==> src/rtl/count_cam_client.sv <==
// rtl/count_cam_client.sv - sequencing client for the sp_cnt CAM (search / increment)
//
// Accepts one SEARCH or INC request at a time, drives the CAM search/write
// pulses, collects the CAM result and returns it through a valid/ready
// response port. A round-robin victim pointer supplies the replacement index
// for searches and is reported as the response index on a miss.
//
// Sizing macros normally come from parameters.vh (N_ENTRY, BANK_BITS,
// SP_CNT_BIT); local defaults apply when they are not already defined.
// Optional feature macro: CAM_CLIENT_TIMEOUT_EN adds a CAM watchdog that
// returns rsp_err_o=1 after N_ENTRY+8 cycles without a CAM result.
//
// Ports:
//   clk_i, rst_i                 clock, asynchronous active-high reset
//   req_valid_i/req_ready_o      request handshake
//   req_op_i                     0 = SEARCH, 1 = INC
//   req_sp_cnt_i/idx_i/bank_i    request payload
//   cam_search_o/cam_write_o     one-cycle CAM command pulses
//   cam_sp_cnt_o/inc_idx_o/bank_id_o  held CAM operands
//   cam_addr_idx_i/is_hit_i/valid_i   CAM result
//   rsp_valid_o/rsp_ready_i      response handshake
//   rsp_hit_o/rsp_idx_o/rsp_err_o     response payload
`ifndef N_ENTRY
`define N_ENTRY 8
`endif
`ifndef BANK_BITS
`define BANK_BITS 4
`endif
`ifndef SP_CNT_BIT
`define SP_CNT_BIT 8
`endif

module count_cam_client (
    input  logic                          clk_i,
    input  logic                          rst_i,
    input  logic                          req_valid_i,
    output logic                          req_ready_o,
    input  logic                          req_op_i,
    input  logic [`SP_CNT_BIT-1:0]        req_sp_cnt_i,
    input  logic [$clog2(`N_ENTRY)-1:0]   req_idx_i,
    input  logic [$clog2(`BANK_BITS)-1:0] req_bank_i,
    output logic                          cam_search_o,
    output logic                          cam_write_o,
    output logic [`SP_CNT_BIT-1:0]        cam_sp_cnt_o,
    output logic [$clog2(`N_ENTRY)-1:0]   cam_inc_idx_o,
    output logic [$clog2(`BANK_BITS)-1:0] cam_bank_id_o,
    input  logic [$clog2(`N_ENTRY)-1:0]   cam_addr_idx_i,
    input  logic                          cam_is_hit_i,
    input  logic                          cam_valid_i,
    output logic                          rsp_valid_o,
    input  logic                          rsp_ready_i,
    output logic                          rsp_hit_o,
    output logic [$clog2(`N_ENTRY)-1:0]   rsp_idx_o,
    output logic                          rsp_err_o
);
    localparam int IW = $clog2(`N_ENTRY);

    typedef enum logic [2:0] {
        IDLE, ISSUE_S, WAIT_S, DRAIN, ISSUE_W, WR_WAIT, RESP
    } state_t;

    state_t          state, next_state;
    logic            wr_cnt;
    logic            res_hit;
    logic [IW-1:0]   res_idx;
    logic [IW-1:0]   victim;
    logic            capture;
    logic            timeout;
    logic            wd_expired;

`ifdef CAM_CLIENT_TIMEOUT_EN
    localparam int WD_LIMIT = `N_ENTRY + 8;
    localparam int WD_W     = $clog2(WD_LIMIT + 1);
    logic [WD_W-1:0] wd_cnt;

    // Expires on the WD_LIMIT-th cycle spent waiting on the CAM.
    assign wd_expired = (wd_cnt == WD_W'(WD_LIMIT - 1));

    always_ff @(posedge clk_i or posedge rst_i) begin
        if (rst_i) begin
            wd_cnt <= '0;
        end else if (state == ISSUE_S) begin
            wd_cnt <= '0;
        end else if (state == WAIT_S || state == DRAIN) begin
            wd_cnt <= wd_cnt + 1'b1;
        end
    end
`else
    assign wd_expired = 1'b0;
`endif

    always_comb begin
        next_state   = state;
        req_ready_o  = 1'b0;
        cam_search_o = 1'b0;
        cam_write_o  = 1'b0;
        capture      = 1'b0;
        timeout      = 1'b0;
        case (state)
            IDLE: begin
                req_ready_o = 1'b1;
                if (req_valid_i) next_state = req_op_i ? ISSUE_W : ISSUE_S;
            end
            ISSUE_S: begin
                cam_search_o = 1'b1;
                next_state   = WAIT_S;
            end
            WAIT_S: begin
                if (cam_valid_i) begin
                    capture    = 1'b1;
                    next_state = DRAIN;
                end else if (wd_expired) begin
                    timeout    = 1'b1;
                    next_state = RESP;
                end
            end
            DRAIN: begin
                // The CAM may keep valid high for a second cycle on a miss;
                // those extra cycles are ignored.
                if (!cam_valid_i) begin
                    next_state = RESP;
                end else if (wd_expired) begin
                    timeout    = 1'b1;
                    next_state = RESP;
                end
            end
            ISSUE_W: begin
                cam_write_o = 1'b1;
                next_state  = WR_WAIT;
            end
            WR_WAIT: begin
                if (wr_cnt) next_state = RESP;
            end
            RESP: begin
                if (rsp_ready_i) next_state = IDLE;
            end
            default: next_state = IDLE;
        endcase
    end

    always_ff @(posedge clk_i or posedge rst_i) begin
        if (rst_i) begin
            state         <= IDLE;
            wr_cnt        <= 1'b0;
            res_hit       <= 1'b0;
            res_idx       <= '0;
            victim        <= '0;
            cam_sp_cnt_o  <= '0;
            cam_inc_idx_o <= '0;
            cam_bank_id_o <= '0;
            rsp_valid_o   <= 1'b0;
            rsp_hit_o     <= 1'b0;
            rsp_idx_o     <= '0;
            rsp_err_o     <= 1'b0;
        end else begin
            state <= next_state;

            if (state == IDLE && req_valid_i) begin
                cam_sp_cnt_o  <= req_sp_cnt_i;
                cam_bank_id_o <= req_bank_i;
                cam_inc_idx_o <= req_op_i ? req_idx_i : victim;
                wr_cnt        <= 1'b0;
            end

            if (state == WR_WAIT) wr_cnt <= 1'b1;

            if (state == ISSUE_W) begin
                res_hit <= 1'b0;
                res_idx <= cam_inc_idx_o;
            end

            if (capture) begin
                res_hit <= cam_is_hit_i;
                res_idx <= cam_is_hit_i ? cam_addr_idx_i : victim;
            end

            // Victim advances only on a completed miss, so a watchdog abort
            // leaves it where it was.
            if (state == DRAIN && !cam_valid_i && !res_hit) begin
                victim <= (victim == IW'(`N_ENTRY - 1)) ? '0 : victim + 1'b1;
            end

            if (state != RESP && next_state == RESP) begin
                rsp_valid_o <= 1'b1;
                rsp_hit_o   <= timeout ? 1'b0 : res_hit;
                rsp_idx_o   <= timeout ? victim : res_idx;
                rsp_err_o   <= timeout;
            end else if (state == RESP && next_state == IDLE) begin
                rsp_valid_o <= 1'b0;
                rsp_hit_o   <= 1'b0;
                rsp_idx_o   <= '0;
                rsp_err_o   <= 1'b0;
            end
        end
    end
endmodule

==> config.mk <==
export PLATFORM = sky130hd
export DESIGN_NAME = count_cam_client
export DESIGN_NICKNAME = d
export VERILOG_FILES = /design/src/rtl/count_cam_client.sv
export SDC_FILE = /design/constraint.sdc
export NUM_CORES = 1
export LEC_CHECK = 0
export BUFFER_PORTS_ARGS = -buffer_cell sky130_fd_sc_hd__buf_2
export CAP_MARGIN = 5
export CORE_MARGIN = 3
export CORE_UTILIZATION = 50
export DETAILED_ROUTE_END_ITERATION = 12
export GPL_TIMING_DRIVEN = 0
export PLACE_DENSITY = 0.81
export SLEW_MARGIN = 5
export SYNTH_ARGS = -nofsm -noshare
export SYNTH_HDL_FRONTEND = slang
export SYNTH_SLANG_ARGS = --single-unit
==> constraint.sdc <==
create_clock -name clk_i -period 1.8 [get_ports clk_i]
set_clock_uncertainty 0.1 [all_clocks]
set_input_delay 0.09 -clock clk_i [delete_from_list [all_inputs] [get_ports clk_i]]
set_output_delay 0.09 -clock clk_i [all_outputs]
set_load 0.005 [all_outputs]
==> summary.md, run 1 <==
| Metric | Value |
|---|---|
| Status | `complete, no violations` |
| Critical setup path kind | `register to register` |
| Most used cell along the critical path | `buf_6` |
| Ys async rst share | `100%` |
| Final nets | `roughly 220` |
| Final Hold Fails | `0` |
| Fillers | `between 150 and 200` |
| Seq. cell area | `around 730 um^2` |
| Top-level port count | `45` |
| EDFF count, synth | `0` |
| Critical Path RT | `approximately 1.9 ns` |
| Multiplexer share of the synthesized area | `roughly a fifth` |
| Arr. time, crit path | `roughly 1.8 ns` |
| F_max | `~590 MHz` |
| Clk slew on worst S/H paths | `around 0.080 ns` |
| Post-CTS setup buffers | `0` |
| Largest family of logic cells by synthesized area | `multiplexers` |
| IO Port Bufs | `42` |
| Max-cap violations | `0` |
| Synth Area in Compound Gates | `10.0%` |
| R2R Path End | `cam_sp_cnt_o[2]` |
| DR DRC count | `0` |
| CTS tree | `done` |
| Worst skew pair latency | `between 0.3 and 0.4 ns` |
| Area delta synth->final | `34.4%` |
| Seq/Total Area, Yosys | `between 50% and 60%` |
| Starting Density | `55.1%` |
| Vias in the first global route | `~1,300` |
| Hold depth | `4` |
| Largest area contributor in the synthesized netlist | `dfrtp_1` |
| Leakage | `about 0.00093 uW` |
| Dpl ws | `0.137 ns` |
| Hold WC Path Type | `input port to register` |
| Detailed placer's ending HPWL | `around 2200 um` |
| Pin count of the biggest net entering global routing | `30` |
| Critical path startpoint | `state[1]` |
| Post-Syn Nets | `about 150` |
| Seq cells post-synth | `29` |
| Ranking of synthesized cells by area | `dfrtp_1 50%, mux2i_1 9.0%, mux2_2 8.6%, buf_6 3.1%, nor2_1 2.9%` |
| Commonest non-fill, non-tap cell in the layout | `buf_2` |
| DR WL/cell | `14.7 um` |
| Clock Tree Root | `clkbuf_4` |
| Ys Warns | `0` |
| Final period util | `93.4%` |
| Drt total wl | `between 3000 and 4000 um` |
| Min cycle time layout | `about 1.7 ns` |
| CTS sink count | `29` |
| Placeable Area | `2610 um^2` |
| Setup Total Neg Slack | `0 ns` |
| Area of the multi-input gates | `619 um^2` |
| Mean Syn Cell Area | `roughly 11 um^2` |
| H-tree Lvls | `2` |
| Slowest-stage cell, CP | `dfrtp_1` |
| Synthesized instance count | `around 130` |
| Die H | `59.6 um` |
| Xor/xnor share of the synthesized area | `0%` |
| Slew @ Worst Pin | `1.07 ns` |
| Clock Tree Buf Depth | `2` |
| Worst R2R Path Depth | `6` |
| Max VDD drop | `969 uV` |
| Power after layout | `2790 uW` |
| Synth Area in Adders | `~1.7%` |
| Fin Hold WS | `~0.019 ns` |
| Max stage delay on crit path | `0.38 ns` |
| Predominant post-synthesis flop cell | `dfrtp_1` |
| Share of post-route cells with drive strength above 1 | `between 30% and 40%` |
| Total CTS buffers | `5` |
| First-pass GRT wire length | `approximately 5700 um` |
| Mapped Area | `~1400 um^2` |
| Vias/cell | `5.26` |
| DRT iter0 DRCs | `between 40 and 50` |
| Crit Path Max Fanout | `10` |
| Via count | `~1,200` |
| Synth cell types | `33` |
| Gr ovfl total | `0` |
| FP Rows | `18` |
| Core Util, Final | `74.0%` |
| RR Startpoint | `state[1]` |
| # diodes | `0` |
| Share of the synthesized area in the top cell type | `50.4%` |
| RSZ-0062 raised after global routing | `no` |
| Crit end category | `register` |
| Antenna viol nets, final | `0` |
| Critical path cell sequence | `buf_6, nor3_2, and2_1, buf_6, buf_6, mux2_1` |
| End of the critical path | `cam_sp_cnt_o[2]` |
| Most frequent cells in the layout | `44 x buf_2, 29 x dfrtp_1, 19 x dlygate4sd3_1` |
| Setup violators final | `0` |
| RePlAce Congestion | `0.818` |
| Fin. max-slew vios | `0` |
| Die Wd | `approximately 60 um` |
| Initial antenna violation count | `0` |
| Max-Slew Margin vs Limit | `approximately 28%` |
| Final worst slack | `~0.12 ns` |
| Crit path launch type | `register` |
| DRT Pass-1 Iters | `4` |
| Overall global routing resource usage | `22.4%` |
| Pwr/cell area | `roughly 1400 nW/um^2` |
| Die ar. | `between 3000 and 4000 um^2` |
| R2r setup slk | `between 0.1 and 0.15 ns` |
| Simple-Gate Fraction of Synth Area | `between 10 and 15%` |
## flip-flops by register name, summed over array words and instances (netlist names)
| name | cells |
|---|---|
| victim | 3 |
| rsp_hit_o | 1 |
| cam_bank_id_o | 2 |
| cam_inc_idx_o | 3 |
| wr_cnt | 1 |
| cam_sp_cnt_o | 8 |
| state | 3 |
| rsp_valid_o | 1 |
| res_hit | 1 |
| rsp_idx_o | 3 |
| res_idx | 3 |
## routing by layer
layer	part of all wire [%]	up-vias	global-route usage (%)
li1	-	566	-
met1	39	572	25.1
met2	53	41	39.2
met3	5.7	5	7.84
met4	1.5	0	7.59
met5	0	-	0
## synthesized netlist by cell type (2+ instances only)
master / n
mux2_1: 2
ha_1: 2
nand3_1: 2
nor2_1: 11
mux2i_1: 13
dfrtp_1: 29
clkbuf_1: 2
mux2_2: 11
buf_6: 4
a21oi_1: 8
o21ai_0: 4
buf_2: 2
nand2_1: 10
inv_1: 7
## cells by family (layout without fill, tap and decap cells)
family,Yosys count,count (layout)
AND/OR/NAND/NOR,32,32
flip-flops,29,29
multiplexers,26,26
AO/OA/AOI/OAI,19,19
buffers and inverters,17,86
adder cells (fa/ha/maj),2,2
other,1,1
## cell type report
type	instances	area share, %
flip-flops and latches	29	37.5
well taps	30	1.94
plain buffers	9	3.62
clock buffers	8	2.52
repair buffers	61	20.7
multi-input cells	80	32.0
inverters	8	1.68
## power breakdown
group / internal [uW] / leakage [uW] / switching (uW)
logic: 658 / 0.000550 / 601
clock network: 155 / 0.0000265 / 205
registers: 959 / 0.000353 / 210
total: 1770 / 0.000929 / 1020
## worst max-delay path, delay by kind of cell (launching register included)
kind | cells | cell delay [ns]
buffers and inverters | 3 | 0.44
flip-flops | 1 | 0.38
AND/OR/NAND/NOR | 2 | 0.33
multiplexers | 1 | 0.32
## metrics by stage
stage | cell area [um^2] | instances
3_3_place_gp | 1690 | 198
3_5_place_dp | 1690 | 198
4_1_cts | 1930 | 225
5_1_grt | 1930 | 225
6_report | 1930 | 225
2_1_floorplan | 1440 | 126
## what timing repair did
| item | CTS | global route |
|---|---|---|
| hold endpoints to repair | 47 | 0 |
| gates resized for setup | 0 | 2 |
| setup endpoints to repair | 0 | 1 |
| hold buffers | 19 | 0 |
## worst min-delay path by stage
| stage | start | endpoint | slack [ns] |
|---|---|---|---|
| 2_1_floorplan | rst_i | cam_bank_id_o[0] | 0.07 |
| 3_3_place_gp | req_sp_cnt_i[2] | cam_sp_cnt_o[2] | 0.21 |
| 3_5_place_dp | req_sp_cnt_i[7] | cam_sp_cnt_o[7] | 0.21 |
| 4_1_cts | rsp_ready_i | state[2] | 0.009 |
| 5_1_grt | rsp_ready_i | state[2] | 0.06 |
| 6_report | rsp_ready_i | state[2] | 0.02 |
(Power assumes the default switching activity.)
==> inputs of run 2 (changes only) <==
--- a/config.mk
+++ b/config.mk
@@ -5,10 +5,11 @@
 export SDC_FILE = /design/constraint.sdc
 export NUM_CORES = 1
 export LEC_CHECK = 0
+export ABC_AREA = 1
 export BUFFER_PORTS_ARGS = -buffer_cell sky130_fd_sc_hd__buf_2
 export CAP_MARGIN = 5
 export CORE_MARGIN = 3
-export CORE_UTILIZATION = 50
+export CORE_UTILIZATION = 49
 export DETAILED_ROUTE_END_ITERATION = 12
 export GPL_TIMING_DRIVEN = 0
 export PLACE_DENSITY = 0.81
==> run 2 against run 1 <==
Synthesized cell count rose by 27%. Critical path type unchanged. Die area shrank 1.5%. Sequential share of layout area up 0.39 points. Combinational power is essentially flat.
==> summary.md, run 2 <==
| Metric | Value |
|---|---|
| Status | `complete, no violations` |
| Post-Syn Nets | `185` |
| Synthesized instance count | `160` |
| DR DRC count | `0` |
| Leakage | `0.00106 uW` |
| Ys async rst share | `100%` |
| Share of post-route cells with drive strength above 1 | `about 29%` |
| Critical path cell sequence | `buf_6, nor2_4, nand4_1, nand3_1, nand3_2, nand3_1, nand2_1` |
| CTS tree | `done` |
| Crit end category | `register` |
| Overall global routing resource usage | `between 20% and 30%` |
| Critical setup path kind | `register to register` |
| EDFF count, synth | `0` |
| Seq/Total Area, Yosys | `between 50% and 60%` |
| Min cycle time layout | `1.56 ns` |
| Ys Warns | `0` |
| Mean Syn Cell Area | `8.66 um^2` |
| Crit path launch type | `register` |
| Commonest non-fill, non-tap cell in the layout | `nand2_1` |
| Slew @ Worst Pin | `approximately 1.1 ns` |
| Arr. time, crit path | `approximately 1.7 ns` |
| Clock Tree Buf Depth | `2` |
| Max-Slew Margin vs Limit | `just under 30%` |
| Final period util | `~87%` |
| Crit Path Max Fanout | `8` |
| DP Area | `roughly 1600 um^2` |
| RePlAce Congestion | `between 0.8 and 0.9` |
| Fillers | `198` |
| Fin. max-slew vios | `0` |
| IO Port Bufs | `43` |
| P_int | `~1800 uW` |
| Max FFs per register | `8` |
| Final Hold Fails | `0` |
| Hold depth | `3` |
| Slowest-stage cell, CP | `dfrtp_1` |
| Synth cell types | `24` |
| Largest Register | `cam_sp_cnt_o` |
| Fin Hold WS | `~0.011 ns` |
| Antenna viol nets, final | `0` |
| Mapped Area | `between 1000 and 1500 um^2` |
| Sequential share of power | `around two fifths` |
| Clk slew on worst S/H paths | `0.09 ns` |
| Predominant post-synthesis flop cell | `dfrtp_1` |
| Seq cells post-synth | `29` |
| Clock power share | `18.9%` |
| H-tree Lvls | `2` |
| Worst R2R Path Depth | `7` |
| Top-level port count | `45` |
| Placeable Area | `around 2600 um^2` |
| First-pass GRT wire length | `between 5000 and 6000 um` |
| RSZ-0062 raised after global routing | `no` |
| Top post-synthesis cells by count | `50 x nand2_1, 29 x dfrtp_1, 17 x inv_1` |
| Via count | `1,318` |
| # diodes | `0` |
| Hold WC Path Type | `input port to register` |
| CTS sink count | `29` |
| Die ar. | `3500 um^2` |
| Total CTS buffers | `5` |
| Clock Tree Root | `clkbuf_4` |
| Post-CTS sizing | `0` |
| Starting Density | `between 50 and 60%` |
| Share of the synthesized area in the top cell type | `52.3%` |
| Max stage delay on crit path | `between 0.3 and 0.4 ns` |
| Pwr/cell area | `1560 nW/um^2` |
| Critical Path RT | `1.93 ns` |
| DRT Pass-1 Iters | `4` |
| Vias/cell | `~5.1` |
| F_max | `640 MHz` |
| Worst skew pair latency | `about 0.34 ns` |
| FP Rows | `18` |
| Sw frac | `38.7%` |
| Top-count cell post-synth | `nand2_1` |
| Setup violators final | `0` |
| Gr ovfl total | `0` |
| Switching power of the nets | `approximately 1200 uW` |
| Final Cell Area | `about 1900 um^2` |
| Max VDD drop | `about 1100 uV` |
| Combinational power share | `between 40% and 50%` |
| Final nets | `approximately 250` |
| Die H | `59.2 um` |
| Detailed placer's ending HPWL | `between 2000 and 2500 um` |
| DR WL/cell | `12.6 um` |
| Drt total wl | `around 3300 um` |
| Pin count of the biggest net entering global routing | `30` |
| Most frequent cells in the layout | `50 x nand2_1, 44 x buf_2, 29 x dfrtp_1` |
| Initial antenna violation count | `0` |
| Core Util, Final | `about three quarters` |
| Largest area contributor in the synthesized netlist | `dfrtp_1` |
| Setup Total Neg Slack | `0 ns` |
| Max-cap violations | `0` |
| Vias in the first global route | `~1,300` |
| Die Wd | `59.2 um` |
| Most used cell along the critical path | `nand3_1` |
| Area delta synth->final | `38.1%` |
| Ranking of synthesized cells by area | `dfrtp_1 52%, nand2_1 14%, nand4_1 5.0%, inv_1 4.6%, o21ai_0 3.6%` |
| DRT iter0 DRCs | `106` |
==> run 2: power groups by stage <==
| stage | Clock [uW] | Sequential [uW] | Combinational, uW |
|---|---|---|---|
| 2_1_floorplan | 0 | 1150 | 830 |
| 3_3_place_gp | 0 | 1140 | 1210 |
| 3_5_place_dp | 0 | 1150 | 1260 |
| 4_1_cts | 576 | 1140 | 1300 |
| 5_1_grt | 601 | 1190 | 1480 |
| 6_report | 567 | 1140 | 1290 |
==> run 2: layout make-up <==
type	count	area (um^2)	area share [%]
multi-input combinational	107	546	28.5
buffer	5	42.5	2.22
tap	30	37.5	1.96
inverter	19	72.6	3.79
clock buffer	7	55.1	2.88
sequential	29	726	37.9
clock inverter	1	30.0	1.57
timing repair buffer	62	405	21.2
==> run 2: layer usage <==
metal  up-vias  share of wire, %  global-route usage [%]
met4         0               2.0                    10.4
met5         -                 0                       0
met2        39                49                    34.9
li1        658                 -                       -
met3         8               5.4                    5.23
met1       613                43                    27.4
==> run 2: critical path, delay by kind of cell, from the launching register on <==
kind                   cells  cell delay (ns)
DFF                        1             0.38
and+or+nand+nor            6             0.83
buffers and inverters      1             0.14
==> run 2: path summary, 6_finish.rpt <==
check,startpoint,to,slack (ns)
worst min register to register,rsp_valid_o,rsp_valid_o,0.38
worst min-delay path,req_valid_i,state[2],0.01
worst max-delay path,state[1],rsp_idx_o[2],0.24
max in group asynchronous,rst_i,state[2],0.51
worst max register to register,state[1],rsp_idx_o[2],0.24
min in group asynchronous,rst_i,res_idx[2],0.45
==> run 2: what timing repair did <==
item	in CTS	in global routing
hold endpoints to repair	47	0
hold buffers	19	0
setup buffers	0	0
==> run 2: logic make-up (layout without fill, tap and decap cells) <==
family	after synthesis	count (layout)	share of synthesized area (%)
compound gates	19	19	8.57
fa+ha+maj	2	2	1.80
buf+inv	24	94	8.30
flops	29	29	52.3
other cells	1	1	0.270
simple gates	85	85	28.7
==> run 2: stage by stage <==
step / setup WS [ns] / std cells / power (uW)
4_1_cts: 0.234 / 260 / 3010
2_1_floorplan: 0.400 / 160 / 1980
3_5_place_dp: 0.253 / 233 / 2410
6_report: 0.237 / 260 / 3000
5_1_grt: 0.0936 / 260 / 3270
3_3_place_gp: 0.297 / 233 / 2350
